--- src/rtl/pipe_ctrl.sv ---
// pipe_ctrl: hazard and stall controller for a 5-stage in-order pipeline.
// Tracks in-flight register writes in a per-register scoreboard, detects RAW
// hazards in ID, and arbitrates between EX multi-cycle stalls and RAW stalls.
// Optional feature: define PIPE_CTRL_PERF_EN to add the stall/RAW perf counters.
module pipe_ctrl (
  input  logic        clk,
  input  logic        rst,
  input  logic        id_valid,
  input  logic        id_re1,
  input  logic        id_re2,
  input  logic [3:0]  id_raddr1,
  input  logic [3:0]  id_raddr2,
  input  logic        id_wreg,
  input  logic [3:0]  id_wd,
  input  logic        ex_stallreq,
  input  logic        wb_wreg,
  input  logic [3:0]  wb_wd,
  output logic [5:0]  stall,
  output logic        id_bubble,
  output logic        ex_bubble,
  output logic [1:0]  ctrl_state,
  output logic        sb_err
`ifdef PIPE_CTRL_PERF_EN
  ,
  output logic [15:0] perf_stall_cnt,
  output logic [15:0] perf_raw_cnt
`endif
);

  typedef enum logic [1:0] {
    ST_RUN = 2'd0,
    ST_RAW = 2'd1,
    ST_EXW = 2'd2
  } state_t;

  state_t     r_state;
  logic [1:0] r_cnt [16];
  logic       r_err;
  logic [1:0] w_eff [16];
  logic       w_raw;
  logic       w_issue;
  logic       w_retire;

  assign ctrl_state = r_state;
  assign sb_err     = r_err;

  // Effective in-flight count: a write retiring this cycle is already visible
  // through the register file bypass, so it no longer counts as a hazard.
  always_comb begin
    for (int i = 0; i < 16; i++) begin
      w_eff[i] = r_cnt[i];
      if (wb_wreg && (wb_wd == 4'(i)) && (r_cnt[i] != 2'd0))
        w_eff[i] = r_cnt[i] - 2'd1;
    end
  end

  // RAW hazard on either enabled source operand of a valid ID instruction.
  always_comb begin
    w_raw = id_valid & ((id_re1 & (w_eff[id_raddr1] != 2'd0)) |
                        (id_re2 & (w_eff[id_raddr2] != 2'd0)));
  end

  // Same-cycle stall/bubble outputs; EX stall beats RAW, and reset silences all.
  always_comb begin
    stall     = 6'b000000;
    id_bubble = 1'b0;
    ex_bubble = 1'b0;
    if (!rst) begin
      if (ex_stallreq) begin
        stall     = 6'b000111;
        ex_bubble = 1'b1;
      end else if (w_raw) begin
        stall     = 6'b000011;
        id_bubble = 1'b1;
      end
    end
  end

  assign w_issue  = id_valid & id_wreg & ~stall[1] & ~id_bubble;
  assign w_retire = wb_wreg;

  // Scoreboard counters with saturation/underflow protection and sticky error.
  always_ff @(posedge clk) begin
    if (rst) begin
      for (int i = 0; i < 16; i++) r_cnt[i] <= 2'd0;
      r_err <= 1'b0;
    end else if (!(w_issue && w_retire && (id_wd == wb_wd))) begin
      if (w_issue) begin
        if (r_cnt[id_wd] == 2'd3) r_err <= 1'b1;
        else                      r_cnt[id_wd] <= r_cnt[id_wd] + 2'd1;
      end
      if (w_retire) begin
        if (r_cnt[wb_wd] == 2'd0) r_err <= 1'b1;
        else                      r_cnt[wb_wd] <= r_cnt[wb_wd] - 2'd1;
      end
    end
  end

  // Control FSM: next state follows the current stall cause; unused code recovers to RUN.
  always_ff @(posedge clk) begin
    if (rst) begin
      r_state <= ST_RUN;
    end else begin
      case (r_state)
        ST_RUN, ST_RAW, ST_EXW: begin
          if (ex_stallreq) r_state <= ST_EXW;
          else if (w_raw)  r_state <= ST_RAW;
          else             r_state <= ST_RUN;
        end
        default: r_state <= ST_RUN;
      endcase
    end
  end

`ifdef PIPE_CTRL_PERF_EN
  logic [15:0] r_perf_stall;
  logic [15:0] r_perf_raw;

  assign perf_stall_cnt = r_perf_stall;
  assign perf_raw_cnt   = r_perf_raw;

  // Saturating counters of stalled cycles and of cycles where a RAW stall is applied.
  always_ff @(posedge clk) begin
    if (rst) begin
      r_perf_stall <= 16'd0;
      r_perf_raw   <= 16'd0;
    end else begin
      if ((stall != 6'd0) && (r_perf_stall != 16'hFFFF))
        r_perf_stall <= r_perf_stall + 16'd1;
      if (id_bubble && (r_perf_raw != 16'hFFFF))
        r_perf_raw <= r_perf_raw + 16'd1;
    end
  end
`endif

endmodule

--- config.mk ---
export PLATFORM = sky130hd
export DESIGN_NAME = pipe_ctrl
export DESIGN_NICKNAME = d
export VERILOG_FILES = /design/src/rtl/pipe_ctrl.sv
export SDC_FILE = /design/constraint.sdc
export NUM_CORES = 1
export LEC_CHECK = 0
export CAP_MARGIN = 40
export CORE_MARGIN = 2
export CORE_UTILIZATION = 52
export DETAILED_ROUTE_END_ITERATION = 10
export MAX_ROUTING_LAYER = met4
export PLACE_DENSITY = 0.78
export SETUP_SLACK_MARGIN = 0.3
export SYNTH_ARGS = -nofsm -noshare
export SYNTH_HDL_FRONTEND = slang
export SYNTH_SLANG_ARGS = --single-unit
export TNS_END_PERCENT = 1
--- constraint.sdc ---
create_clock -name clk -period 4.8 [get_ports clk]
set_input_delay 0.48 -clock clk [delete_from_list [all_inputs] [get_ports clk]]
set_output_delay 0.48 -clock clk [all_outputs]
set_load 0.05 [all_outputs]
==> results of run 1 <==
==> critical path, stage by stage <==
cell and delay [ps]:
clkdlybuf4s50_1 890, mux4_2 610, mux4_2 470, ha_1 210
nor3_1 340, nor3b_1 220, nand4_1 500, o211ai_1 470
==> layout make-up <==
class	instances	area (um^2)
fillers	648	2890
well taps	99	124
flip-flops and latches	35	1020
clock inverters	1	5.00
clock buffers	7	86.3
inverters	42	158
repair buffers	39	400
multi-input cells	309	2450
==> layout by cell type, fill, tap and decap left out, types with 3 or more instances in the layout <==
cell type,Yosys,layout
inv_1,42,42
edfxtp_1,32,32
o22ai_1,31,31
nand2_1,28,28
clkdlybuf4s50_1,0,28
mux4_2,21,21
nor3_1,19,19
ha_1,18,18
nor2_1,16,16
nand3_1,13,13
or3_1,12,12
o21ai_0,12,12
nand4_1,11,11
o211ai_1,10,10
o221ai_1,9,9
nand2b_1,8,8
or4_1,8,8
o311ai_0,8,8
buf_4,9,8
xnor2_1,6,6
or2_2,6,6
clkbuf_8,0,6
mux2i_1,5,5
nor2b_1,5,5
nand3b_1,4,4
and4b_1,4,4
a311oi_1,4,4
a21oi_1,3,3
nor3b_1,3,3
o21ai_2,3,3
conb_1,1,3
dfxtp_1,3,3
buf_12,0,3
==> layer usage <==
layer | vias up | routed length (um) | GRT usage [%]
li1 | 1664 | - | -
met1 | 1827 | 4770 | 44.9
met2 | 258 | 6210 | 55.8
met3 | 47 | 1330 | 5.08
met4 | 0 | 559 | 16.4
met5 | - | 0 | -
==> power by group through the flow <==
stage          combinational (mW)  sequential, mW  clock [mW]
2_1_floorplan               0.180           0.370           0
3_3_place_gp                0.268           0.373           0
3_5_place_dp                0.272           0.373           0
4_1_cts                     0.273           0.367       0.219
5_1_grt                     0.300           0.369       0.231
6_report                    0.279           0.369       0.224
==> cells by family after synthesis <==
| kind of cell | count (synthesis) |
|---|---|
| buf+inv | 71 |
| compound gates | 104 |
| other cells | 1 |
| flops | 35 |
| simple gates | 151 |
| mux | 26 |
| xor+xnor | 7 |
| fa+ha+maj | 18 |
==> worst paths after layout <==
check | to | slack (ps) | cells after the start
hold reg to reg | sb_err | 470 | 1
setup / recovery | r_cnt[4][0] | 560 | 8
hold / removal | sb_err | 470 | 1
setup reg to reg | r_cnt[4][0] | 1160 | 9
==> per-stage QoR <==
stage / power (mW) / util, %
6_report: 0.871 / 59.4
5_1_grt: 0.900 / 59.4
4_1_cts: 0.859 / 59.4
3_5_place_dp: 0.645 / 58.2
3_3_place_gp: 0.640 / 58.2
2_1_floorplan: 0.550 / -
==> sequential cells by signal, summed over array words and instances, names as in the netlist <==
name and cells:
ctrl_state 2, sb_err 1, r_cnt 32
==> results.yml, run 1 <==
setup_path:
  worst_setup_path_start_kind: "input pin"
  worst_setup_path_end_kind: "register"
  worst-endpoint-arrival_ps: 4200
  cp-startpoint: "id_wd[0]"
  r2r-start: "r_cnt[8][0]"
  criticalPathCategory: "in2reg"
  crit_path_max_fanout: 13
  required_ps: 4760
synthesis:
  synthSimpleGateAreaFrac_pct: 22.7
  synthAdderAreaFrac_pct: 5.96
  synth_top_area_cell: "edfxtp_1"
  yosys_warnings: 0
  synth_edf_count: 32
  async_flop_share_pct: 0
  synth_cells: 413
  synth_compound_area_share_pct: 20.4
  synthXorXnorAreaFrac_pct: 1.62
  synth_most_common_cell: "inv_1"
  synth.avg_cell_area_um2: 9.15
  yosys-top-cells-count: "inv_1, edfxtp_1, o22ai_1"
  synth_top_family_by_area: "simple AND/OR/NAND/NOR gates"
  synth_ff_type: "edfxtp_1"
  synth_top_area_share_pct: 25.4
  synth_mux_area_share_pct: 13.8
  ys_ff_latch: 35
  ys_types: 64
  syn-cell-area_um2: 3780
  synth_area_leaders: "edfxtp_1, mux4_2, ha_1, o22ai_1, inv_1"
  yosysSeqAreaShare_pct: 27.0
run_status:
  run_status: "complete, no violations"
timing:
  slew_headroom_pct: 47.0
  fin_ws_ps: 560
  hold_viol: 0
  skew_ps: 3.31
  tightest_slew_ps: 794
  finalSetupTns_ps: 0
  final_max_slew_viol_count: 0
  rsz0062_at_grt: "no"
  max_freq_mhz: 236
  period_needed_ps: 4240
  holdWs_ps: 474
  finalSetupViolations: 0
  finalCritPeriodShare_pct: 88.3
detailed_routing:
  drt_iter0_markers: 482
  wirelength_um: 12900
  first_pass_iters: 5
  vias: 3796
  via_per_inst: 7.14
  drc: 0
  post_drt_wl_per_cell_um: 24.2
  ant_nets: 0
min_path:
  min_from: "sb_err"
  hp-class: "reg2reg"
pwr:
  p_sw_uw: 295
  seqPwrFrac_pct: 42.3
  clockPowerShare_pct: 25.7
  p_int_uw: 576
  combPwrFrac_pct: 32.0
  vdd_drop_max_mv: 0.240
  switching_share_pct: 33.8
  cellPowerDensity_nw_per_um2: 205
  p_leak_nw: 1.45
floorplanning:
  fp.dieArea_um2: 7960
  ios: 35
  dieWidth_um: 89.2
  coreArea_um2: 7140
  start_util_pct: 52.9
  rows: 31
  die_h_um: 89.2
clock_network:
  hold_buffers: 0
  cts_buffers: 5
  cts_setup_buffers: 0
  cts_root_buffer: "clkbuf_8"
  worstSkewPairLatency_ps: 290
  cts.path.max_buffers: 2
  clock_sinks: 35
  cts_tree: "yes"
  ctsResizeCount: 0
  path_clk_slew_ps: 70
  cts_max_level: 2
place:
  dp_hpwl_um: 9720
  dp_cells: 524
  place_congestion: 1.04
  port_buffers: 31
  placed_area_um2: 4150
  dp_slack_ps: 323
run:
  cap_violations: 0
global_routing:
  antenna_found_initial: 0
  grt_pass1_vias: 3577
  grt_pass1_wl_um: 20000
  grt_use_total_pct: 35.3
  grt_max_degree: 22
  overflow: 0
cells_and_area:
  design_area_um2: 4240
  syn_to_final_growth_pct: 12.3
  finalNonFillerCells: 532
  antennaDiodeCount: 0
  drive_gt1_share_pct: 13.4
  nets: 474
Note: power is estimated with default switching activity, not from simulation.
==> inputs of run 2 (changes only) <==
ABC_AREA = 1   (was default)
PLACE_DENSITY = 0.81   (was 0.78)
clock period = 3.5 ns   (was 4.8 ns; I/O delays follow)
==> results.yml, run 2 <==
cells_and_area:
  multi_input_area_um2: 2370
  nets: 674
  antennaDiodeCount: 0
  final_cell_mix: "nand2_1, nand3_1, inv_1"
  drive_gt1_share_pct: 12.3
  post-route-util_pct: 65.4
  largest_reg_flops: 32
  seqCellArea_um2: 1020
  syn_to_final_growth_pct: 20.2
  layout_commonest_cell: "nand2_1"
  top_register: "r_cnt"
  n_fill_cell: 643
min_path:
  min_from: "ctrl_state[1]"
  hp-class: "reg2reg"
pwr:
  p_sw_uw: 454
  p_leak_nw: 2.01
  vdd_drop_max_mv: 0.444
  combPwrFrac_pct: 34.5
  cellPowerDensity_nw_per_um2: 280
  switching_share_pct: 36.1
  clockPowerShare_pct: 25.8
  seqPwrFrac_pct: 39.6
  p_int_uw: 804
floorplanning:
  die_h_um: 88.8
  ios: 35
  fp.dieArea_um2: 7880
  rows: 30
  coreArea_um2: 6870
  start_util_pct: 54.4
  dieWidth_um: 88.8
setup_path:
  rrSetupSlack_ps: 660
  cp-startpoint: "wb_wd[2]"
  worst-endpoint-arrival_ps: 2670
  crit_path_max_fanout: 6
  critPathMaxStageDelay_ps: 580
  path_delay_family: "simple AND/OR/NAND/NOR gates"
  required_ps: 3150
  cp_common_cell: "nand2_1"
  criticalPathCategory: "in2out"
  worst_setup_path_end_kind: "primary output"
  worst-path-buf-inv: 3
  cp_cell_sequence: "clkdlybuf4s50_1 -> nand2_1 -> nor2_4 -> nand2_1 -> nand2_1 -> nand2_1 -> nand2_1 -> nand3_1 -> nand2_1 -> nand2_1 -> nand3_1 -> nand2_1 -> inv_1 -> nand2_1 -> nand2_1 -> nand2_4 -> nor2_1 -> buf_12"
  worst_setup_path_start_kind: "input pin"
  critical_path.slowest_cell: "clkdlybuf4s50_1"
  r2r-start: "r_cnt[9][0]"
clock_network:
  clock_sinks: 35
  worstSkewPairLatency_ps: 290
  cts_buffers: 5
  hold_buffers: 0
  cts.path.max_buffers: 2
  cts_root_buffer: "clkbuf_8"
  cts_max_level: 2
  path_clk_slew_ps: 70
  cts_tree: "yes"
synthesis:
  yosys-top-cells-count: "nand2_1, nand3_1, inv_1"
  syn-cell-area_um2: 3740
  synth_top_area_cell: "edfxtp_1"
  yosysSeqAreaShare_pct: 27.3
  synth.avg_cell_area_um2: 6.41
  synth_most_common_cell: "nand2_1"
  synth_ff_type: "edfxtp_1"
  synth_edf_count: 32
  async_flop_share_pct: 0
  yosys_warnings: 0
  synth_top_area_share_pct: 25.7
  ys_types: 36
  synth_cells: 583
  ys_ff_latch: 35
  synth_area_leaders: "edfxtp_1, nand2_1, nand3_1, inv_1, nor2_1"
timing:
  slew_headroom_pct: 60.3
  period_needed_ps: 3020
  finalCritPeriodShare_pct: 86.4
  tightest_slew_ps: 594
  hold_viol: 0
  max_freq_mhz: 331
  rsz0062_at_grt: "yes"
  finalSetupTns_ps: 0
  finalSetupViolations: 0
  skew_ps: 6.82
  final_max_slew_viol_count: 0
place:
  port_buffers: 31
  place_congestion: 1.05
  dp_hpwl_um: 9990
run_status:
  run_status: "complete, no violations"
detailed_routing:
  first_pass_iters: 5
  vias: 4349
  post_drt_wl_per_cell_um: 17.4
  wirelength_um: 12700
  drt_iter0_markers: 502
  drc: 0
  via_per_inst: 5.97
  ant_nets: 0
global_routing:
  grt_pass1_wl_um: 19600
  grt_max_degree: 19
  grt_use_total_pct: 34.1
  antenna_found_initial: 0
  overflow: 0
  grt_pass1_vias: 3926
run:
  cap_violations: 0
-- run 2: changes by cell type after synthesis, moves of 7 or more --
cell / before / now
mux4_2: 21 / 0
or3_1: 12 / 0
inv_1: 42 / 81
nand2_1: 28 / 145
nand2b_1: 8 / 0
or4_1: 8 / 0
o21ai_1: 2 / 16
nor3_1: 19 / 3
nor2_1: 16 / 62
nand3_1: 13 / 83
o21ai_0: 12 / 34
o311ai_0: 8 / 0
o221ai_1: 9 / 2
-- run 2: path summary, 6_finish.rpt --
path | to | cells after the start
max | id_bubble | 18
min | ctrl_state[1] | 1
max reg2reg | r_cnt[15][1] | 20
min reg2reg | ctrl_state[1] | 1
-- run 2: per-layer routing --
layer	share of wire, %	global-route usage (%)
met1	41	44.8
met2	46	54.9
met3	10	3.92
met4	2.9	11.3
met5	0	-
-- run 2: area by class of cell --
class / instances / share of cell area, %
clock buffer: 8 / 2.23
inverter: 87 / 7.33
multi-input combinational: 445 / 52.8
sequential: 35 / 22.7
tap: 96 / 2.67
timing repair buffer: 58 / 12.3
-- run 2: cell families after synthesis --
group	after synthesis	synth area share, %
compound gates	100	15.6
fa+ha+maj	18	6.03
buf+inv	105	11.8
flops	35	27.3
other cells	1	0.100
simple gates	324	39.1
-- run 2: what timing repair did --
action	4_1_cts	5_1_grt
setup endpoints to repair	4	67
resized for setup	1	33
pin swaps	0	1
setup buffers	0	1
-- run 2: per-stage QoR --
| step | hold slack (ps) | setup WS [ps] | cells | area [um^2] | total power, mW |
|---|---|---|---|---|---|
| 2_1_floorplan | 422 | 530 | 585 | 3740 | 0.766 |
| 3_3_place_gp | 452 | 141 | 720 | 4280 | 0.913 |
| 3_5_place_dp | 452 | 13.7 | 720 | 4280 | 0.921 |
| 4_1_cts | 462 | 298 | 728 | 4390 | 1.24 |
| 5_1_grt | 476 | 266 | 729 | 4490 | 1.31 |
| 6_report | 462 | 477 | 729 | 4490 | 1.26 |
-- run 2: worst register-to-register path: cells and delay by family, from the launching register on --
kind            cells  cell delay [ps]
simple gates       17             1720
flops               1              480
fa+ha+maj           1              200
buf+inv             1              100
compound gates      1              100
-- run 2: power by group through the flow --
stage                     clock [mW]  sequential, mW  combinational [mW]
after CTS                      0.321           0.497               0.417
after global routing           0.337           0.500               0.475
after detailed placement           0           0.506               0.414
after floorplan                    0           0.504               0.262
final                          0.325           0.499               0.435
after global placement             0           0.506               0.407
